**src/rtl/decrypt_iter.sv**
```systemverilog
// Iterative decryptor for the 64-bit, 10-round nibble SPN cipher.
// Runs one inverse round per clock between an input and an output valid/ready handshake.
module decrypt_iter #(
  parameter int unsigned ROUNDS = 10
) (
  input  logic        clk,
  input  logic        rst,
  input  logic        in_valid,
  output logic        in_ready,
  input  logic [63:0] ciphertext,
  input  logic [63:0] secretKey,
  output logic        out_valid,
  input  logic        out_ready,
  output logic [63:0] plaintext
);

  localparam int unsigned W  = 64;
  localparam int unsigned CW = 4;
  localparam logic [CW-1:0] LAST = CW'(ROUNDS - 1);

  typedef enum logic [1:0] {IDLE, ROUND, DONE} state_t;

  state_t        state, state_n;
  logic [W-1:0]  st, st_n, rk, rk_n, pt_n, rnd;
  logic [CW-1:0] cnt, cnt_n;

  function automatic logic [3:0] inv_sb_nib(input logic [3:0] x);
    case (x)
      4'h0: inv_sb_nib = 4'h2;  4'h1: inv_sb_nib = 4'hE;
      4'h2: inv_sb_nib = 4'h9;  4'h3: inv_sb_nib = 4'h5;
      4'h4: inv_sb_nib = 4'h3;  4'h5: inv_sb_nib = 4'hC;
      4'h6: inv_sb_nib = 4'h0;  4'h7: inv_sb_nib = 4'hA;
      4'h8: inv_sb_nib = 4'h7;  4'h9: inv_sb_nib = 4'hF;
      4'hA: inv_sb_nib = 4'h8;  4'hB: inv_sb_nib = 4'h1;
      4'hC: inv_sb_nib = 4'hB;  4'hD: inv_sb_nib = 4'h4;
      4'hE: inv_sb_nib = 4'hD;  default: inv_sb_nib = 4'h6;
    endcase
  endfunction

  function automatic logic [W-1:0] inv_sb(input logic [W-1:0] x);
    logic [W-1:0] y;
    y = '0;
    for (int i = 0; i < 16; i++) y[4*i +: 4] = inv_sb_nib(x[4*i +: 4]);
    return y;
  endfunction

  // Row r (row 0 in the top 16 bits) is rotated right by 4r bits.
  function automatic logic [W-1:0] inv_sr(input logic [W-1:0] x);
    return {x[63:48],
            x[35:32], x[47:36],
            x[23:16], x[31:24],
            x[11:0],  x[15:12]};
  endfunction

  function automatic logic [W-1:0] rotr4(input logic [W-1:0] x);
    return {x[3:0], x[63:4]};
  endfunction

  // Next-state and datapath update
  always_comb begin
    state_n = state;
    st_n    = st;
    rk_n    = rk;
    cnt_n   = cnt;
    pt_n    = plaintext;
    rnd     = inv_sb(inv_sr(st ^ rk));
    case (state)
      IDLE: begin
        if (in_valid) begin
          st_n    = ciphertext;
          rk_n    = {secretKey[23:0], secretKey[63:24]};
          cnt_n   = '0;
          state_n = ROUND;
        end
      end
      ROUND: begin
        st_n = rnd;
        rk_n = rotr4(rk);
        if (cnt == LAST) begin
          pt_n    = rnd ^ rotr4(rk);
          state_n = DONE;
        end else begin
          cnt_n = cnt + CW'(1);
        end
      end
      DONE: begin
        if (out_ready) state_n = IDLE;
      end
      default: state_n = IDLE;
    endcase
  end

  always_ff @(posedge clk or posedge rst) begin
    if (rst) begin
      state     <= IDLE;
      st        <= '0;
      rk        <= '0;
      cnt       <= '0;
      plaintext <= '0;
      in_ready  <= 1'b1;
      out_valid <= 1'b0;
    end else begin
      state     <= state_n;
      st        <= st_n;
      rk        <= rk_n;
      cnt       <= cnt_n;
      plaintext <= pt_n;
      in_ready  <= (state_n == IDLE);
      out_valid <= (state_n == DONE);
    end
  end

endmodule
```
**config.mk**
```make
export PLATFORM = sky130hd
export DESIGN_NAME = decrypt_iter
export DESIGN_NICKNAME = d
export VERILOG_FILES = /design/src/rtl/decrypt_iter.sv
export SDC_FILE = /design/constraint.sdc
export NUM_CORES = 1
export LEC_CHECK = 0
export BUFFER_PORTS_ARGS = -buffer_cell sky130_fd_sc_hd__buf_2
export CORE_UTILIZATION = 40
export CTS_CLUSTER_DIAMETER = 40
export DETAILED_ROUTE_END_ITERATION = 7
export PLACE_DENSITY_LB_ADDON = 0.25
export SYNTH_ARGS = -nofsm -noshare
export SYNTH_HDL_FRONTEND = slang
export SYNTH_SLANG_ARGS = --single-unit
```
**constraint.sdc**
```tcl
create_clock -name clk -period 7.8 [get_ports clk]
set_input_delay 1.56 -clock clk [delete_from_list [all_inputs] [get_ports clk]]
set_output_delay 1.56 -clock clk [all_outputs]
set_load 0.02 [all_outputs]
```
After elaboration in Yosys (flattened, before gate mapping) --
Memories as Yosys holds them, arrays and structs flattened. Index checks and enable logic that the tools add are counted.
Cells by class: $add $sub $neg 1, multipliers 0, divide/modulo/power cells 0, magnitude comparators 0, eq/ne operators 6, shifts and indexed selects 0, muxes and demuxes 11, bitwise operators 2, reduce and logical (&&, ||, !) cells 6
Operators by type and width (number):
- $pmux 64 s2 | 2
- $mux 64 | 2
- $xor 64x64->64 | 2
- $mux 4 | 2
- $pmux 4 s2 | 1
- $mux 2 | 3
- $pmux 2 s3 | 1
- $add 4x1->4 const B | 1
- $eq 2x2->1 const B | 2
- $eq 4x4->1 const B | 1
- $logic_not 2->1 | 2
- $ne 2x2->1 const B | 2
- $reduce_and 2->1 | 2
- $reduce_and 3->1 | 1
- $eq 2x1->1 const B | 1
- $reduce_bool 2->1 | 1
Word-level totals: bits in registers 200, latch bits 0, memory bits (writable) 0, bits in read-only memories 1024, input port bits 132, output and inout bits 66, logic and storage cells 49, memories kept 16
Memory list:
- (no name shown) | depth 16, width 4, rd ports 1, clocked after memory_dff 0, wr ports 0, RTL line 28 | case (x)
- (no name shown) | depth 16, width 4, rd ports 1, clocked after memory_dff 0, wr ports 0, RTL line 28
- (no name shown) | depth 16, width 4, rd ports 1, clocked after memory_dff 0, wr ports 0, RTL line 28
- (no name shown) | depth 16, width 4, rd ports 1, clocked after memory_dff 0, wr ports 0, RTL line 28
- (no name shown) | depth 16, width 4, rd ports 1, clocked after memory_dff 0, wr ports 0, RTL line 28
- (no name shown) | depth 16, width 4, rd ports 1, clocked after memory_dff 0, wr ports 0, RTL line 28
- +10 memories

Longest topological paths before layout --
Gate-level depths: netlist (run 1).
word-level depth 4, depth in mapped cells 9, mapped depth without buffers 8

Worst setup path before layout (run 1) --
No wires, ideal clock.
kind in2reg, from input port in_valid, to register st[7], setup time 0.126 ns, data arrival time 2.427 ns, data required time 7.674 ns, slack 5.247 ns, stages 6, buffers on the path 2, cell sequence nor2b_1 > buf_2 > buf_2 > a21oi_1 > nor2_1 > a221o_1
Between the ends: word-level cells in the longest chain between the ends 2
RTL lines:
- start, declared | RTL line 8 | input logic in_valid,
- $ne 2x2->1 (no source line)
- $reduce_and 2->1 (no source line)
- end signal, assigned | RTL line 104 | st <= st_n;
- end, declared | RTL line 24 | logic [W-1:0] st, st_n, rk, rk_n, pt_n, rnd;
Every way passes these cells. A chain may end at the register's enable or synchronous reset.

Worst setup path after layout (run 1) --
from input port in_valid, to register rk[4]
Between the ends: word-level cells in the longest chain between the ends 2
RTL lines:
- $ne 2x2->1 (no source line)
- $reduce_and 2->1 (no source line)
- end signal, assigned | RTL line 105 | rk <= rk_n;
- end, declared | RTL line 24
Every way passes these cells.

==> flow_summary.yaml, run 1 <==
timing:
  relSlewSlack: 0.224
  timing_hold_violations_final: 0
  setup_viol: 0
  fmax_ghz: 0.347
  grt_setup_unrepaired: "no"
  final_max_slew_viol_count: 0
  tightest_slew_ns: 1.16
  fin_skew_ns: 0.0172
  final.setup.tns_ns: 0
  period_share: 0.369
  final.min_clock_period_ns: 2.88
synth:
  syn_area_sq_mm: 0.0119
  synth_area_leader_cell: "dfrtp_1"
  synthTopCellsByArea: "dfrtp_1 (42%), mux2i_1 (11%), xor2_1 (6.0%)"
  synth_top_area_frac: 0.418
  synth.distinct_cells: 41
  synth_nets: 1374
  synthCells: 1192
  synth.ff_latch_count: 200
  avgSynthCellArea_sq_um: 9.99
  yosysWarnings: 0
  synth_seq_area_share: 0.420
floorplanning:
  num_io_pins: 198
  dieArea_sq_mm: 0.0305
  start_util: 0.411
  die_w_um: 175
  core_sq_mm: 0.0290
  die_h_um: 175
  rows: 62
drt:
  wl_um: 29100
  first_pass_iters: 5
  vias: 8797
  drt-wirelength-per-cell_um: 16.6
  via_per_inst: 5.03
  drt-initial-drc-count: 511
  drc_errors: 0
  ant_nets: 0
worst_setup_path:
  critical_path_arrival_ns: 3.16
  cp.required_ns: 8.08
  slowest_delay_ns: 0.82
  start_kind: "input pin"
  slowest_stage: "buf_4"
  cp_max_fo: 74
  crit_type: "input pin to flip-flop"
  cp_cell_sequence: "buf_2, nor2b_4, buf_4, mux2i_1, o21ai_0"
  crit_path_end_kind: "flip-flop"
grt:
  grt_max_degree: 253
  grt_pass1_vias: 8638
  gr-total-overflow: 0
  grt_pass1_wl_um: 46900
  grtUsageTotal: 0.197
  antenna_found_initial: 1
finish:
  antenna_cells: 0
  syn_to_final_growth_pct: 15.4
  fin_nets: 1533
  drive_gt1_frac: 0.207
placed_design:
  io_buffers: 197
  place_hpwl_um: 20300
  gp_congestion: 0.830
clock_tree:
  cts_buffer_depth: 2
  cts_buffers: 17
  cts_sinks: 200
  clk_latency_ns: 0.46
  clockRootBuffer: "clkbuf_16"
  cts_hold_buf: 0
  postCtsSetupBuffers: 0
  path_clk_slew_ns: 0.07
  tritoncts: "done"
  cts_resized: 0
  htree_levels: 4
flow_run:
  drv_cap: 0
min_path:
  hold_class: "flip-flop to flip-flop"
status:
  status: "finished, final reports clean"
-- routing by layer --
metal,vias up,track usage,part of all wire
li1,4370,-,-
met1,4231,0.270,0.48
met2,172,0.319,0.48
met3,22,0.0352,0.038
met4,2,0.0529,0.011
met5,-,0,0.00045
-- area by class of cell --
cell class / count / area [sq um]
repair buffers: 202 / 1040
fillers: 2777 / 15300
clock buffers: 19 / 443
clock inverters: 13 / 111
multi-input cells: 886 / 6500
inverters: 44 / 173
well taps: 384 / 480
flip-flops and latches: 200 / 5010
-- cells by family after synthesis --
kind of cell,Yosys count,synth area share
xor gates and xnor gates,142,0.118
buffers and inverters,106,0.0363
adders and majority gates,50,0.0525
muxes,160,0.151
and+or+nand+nor,248,0.0891
AOI/OAI and AO/OA,286,0.133
DFF,200,0.420
-- layout by cell type (no fill, tap or decap), types with 8 or more instances in the layout --
cell	Yosys	layout
mux2_2	8	8
xnor2_1	41	41
o21ai_1	21	21
nor2_1	40	40
o21ai_0	129	129
and2_1	34	34
nand2_1	155	153
a21oi_1	81	81
buf_2	7	197
dfrtp_1	199	199
clkbuf_16	0	17
inv_1	44	43
xor2_2	13	13
mux2i_1	134	134
ha_1	50	50
xor2_1	82	82
a211oi_1	44	44
-- per-stage QoR --
stage / std cells / instance area, sq um / hold slack, ns / util / worst slack, ns
after CTS: 1748 / 13700 / 0.481 / 0.474 / 4.93
after global placement: 1716 / 13200 / 0.456 / 0.455 / 4.44
after global routing: 1748 / 13700 / 0.506 / 0.474 / 4.67
final: 1748 / 13700 / 0.475 / 0.474 / 4.92
after detailed placement: 1716 / 13200 / 0.465 / 0.455 / 4.43
after floorplan: 1192 / 11900 / 0.501 / - / 0.788
-- worst max-delay path: cells and delay by family --
kind            cells  cell delay, ns
mux                 1            0.26
simple gates        1            0.18
buf+inv             2            0.97
compound gates      1            0.11
-- final timing paths --
check / from / slack, ns / to / cells after the start
setup / recovery: in_valid / 4.92 / rk[4] / 5
hold / removal: plaintext[17] / 0.47 / plaintext[17] / 2
setup reg to reg: cnt[0] / 5.39 / plaintext[52] / 6
hold reg to reg: plaintext[17] / 0.47 / plaintext[17] / 2
max in group asynchronous: rst / 5.03 / rk[38] / 3
min in group asynchronous: rst / 1.34 / plaintext[24] / 2
-- synth_stat cells (all sizes together) --
cell / count
o22ai: 1
o211ai: 1
a21o: 1
dfstp: 1
inv: 44
clkbuf: 39
mux4: 6
mux2: 14
a22o: 3
nor3b: 1
mux2i: 140
o21ai: 150
a221oi: 1
o221ai: 1
nor2: 40
nand2: 155
o22a: 1
nor2b: 8
ha: 50
xnor2: 45
a211oi: 44
dfrtp: 199
nand3: 1
or3: 1
a221o: 1
xor2: 97
nor3: 2
a2bb2oi: 1
a21oi: 81
buf: 23
and2: 40
-- flip-flops by register name, indices dropped and copies added, names as in the netlist --
register	count
cnt	4
out_valid	1
state	2
in_ready	1
plaintext	64
st	64
rk	64
Power of run 1 is left out: the tool's default activity adds up to more than one toggle a clock period on the data nets, which glitch-free logic cannot reach.
==> run 2: changes to the inputs <==
- clock period: 7.8 -> 3 ns (I/O delays scaled with it)
==> flow_summary.yaml, run 2 (synthesized netlist as in run 1, its figures left out) <==
finish:
  drive_gt1_frac: 0.209
  fin_nets: 1536
  top_regs: "plaintext x64, rk x64, st x64"
  fillers: 2817
  seqCellArea_sq_mm: 0.00501
  syn_to_final_growth_pct: 16.3
  layout_common_cells: "dfrtp_1 (199), buf_2 (197), nand2_1 (153), mux2i_1 (134), o21ai_0 (129)"
  post-route-util: 0.478
  multi_input_area_sq_mm: 0.00650
  layout_commonest_cell: "dfrtp_1"
clock_tree:
  path_clk_slew_ns: 0.08
  htree_levels: 4
  tritoncts: "done"
  clk_latency_ns: 0.43
  cts_resized: 0
  cts_buffer_depth: 2
  cts_hold_buf: 0
  cts_buffers: 17
  postCtsSetupBuffers: 0
  clockRootBuffer: "clkbuf_16"
  cts_sinks: 200
timing:
  fin_skew_ns: 0.00948
  final.min_clock_period_ns: 2.23
  relSlewSlack: 0.238
  final_max_slew_viol_count: 0
  tightest_slew_ns: 1.14
  fmax_ghz: 0.449
  setup_viol: 0
  worst_slack_ns: 0.774
  timing_hold_violations_final: 0
  period_share: 0.742
  grt_setup_unrepaired: "no"
placed_design:
  pre_cts_ws_ns: 0.805
  place_hpwl_um: 20700
  io_buffers: 197
  gp_congestion: 0.852
floorplanning:
  die_w_um: 175
  core_sq_mm: 0.0290
  die_h_um: 175
  rows: 62
  start_util: 0.411
  dieArea_sq_mm: 0.0305
  num_io_pins: 198
grt:
  grt_pass1_wl_um: 47300
  grt_max_degree: 253
  antenna_found_initial: 1
  grt_pass1_vias: 8778
  grtUsageTotal: 0.197
  gr-total-overflow: 0
drt:
  drt-initial-drc-count: 499
  vias: 8864
  drt-wirelength-per-cell_um: 16.7
  first_pass_iters: 5
  via_per_inst: 5.06
  drc_errors: 0
  wl_um: 29300
  ant_nets: 0
worst_setup_path:
  crit_type: "flip-flop to flip-flop"
  crit_path_end_kind: "flip-flop"
  critical_path_arrival_ns: 2.49
  cp.required_ns: 3.26
  cp_max_fo: 252
  start_kind: "flip-flop"
flow_run:
  drv_cap: 0
min_path:
  hold_class: "input pin to async pin"
status:
  status: "finished, final reports clean"
run 2: final timing paths:
| path | from | endpoint | slack [ns] | depth (start not counted) |
|---|---|---|---|---|
| max | state[0] | rk[54] | 0.77 | 3 |
| min | rst | rk[32] | 0.28 | 3 |
| max reg2reg | state[0] | rk[54] | 0.77 | 3 |
| min reg2reg | plaintext[18] | plaintext[18] | 0.48 | 2 |
| max in group asynchronous | rst | st[5] | 2.12 | 3 |
| min in group clk | ciphertext[43] | st[43] | 0.44 | 3 |
run 2: routing by layer:
metal,share of wire,up-vias,wire [um],global-route usage
met3,0.036,24,1070,0.0315
met4,0.014,0,410,0.0533
met5,0,-,0,0
met1,0.47,4291,13900,0.275
met2,0.47,168,13900,0.318
li1,-,4381,-,-
run 2: layout make-up:
cell class,count,share of cell area
Antenna cell,2,0.000361
Clock buffer,18,0.0317
Clock inverter,14,0.0100
Inverter,44,0.0122
Multi-Input combinational cell,886,0.469
Sequential cell,200,0.361
Tap cell,384,0.0347
Timing Repair Buffer,205,0.0809
run 2: stage by stage:
stage	TNS [ns]	cell area (sq um)	hold slack [ns]	cells
2_1_floorplan	-37.32	11900	0.501	1192
3_3_place_gp	0	13300	0.457	1719
5_1_grt	0	13900	0.356	1751
6_report	0	13900	0.281	1753
4_1_cts	0	13900	0.349	1751
3_5_place_dp	0	13300	0.469	1719
run 2: critical path, stage by stage, from the launching register on:
cell and delay [ns]:
dfrtp_1 0.61, nor2b_4 0.29, buf_12 0.55, o21ai_0 0.26
Power of run 2 is left out for the same reason.
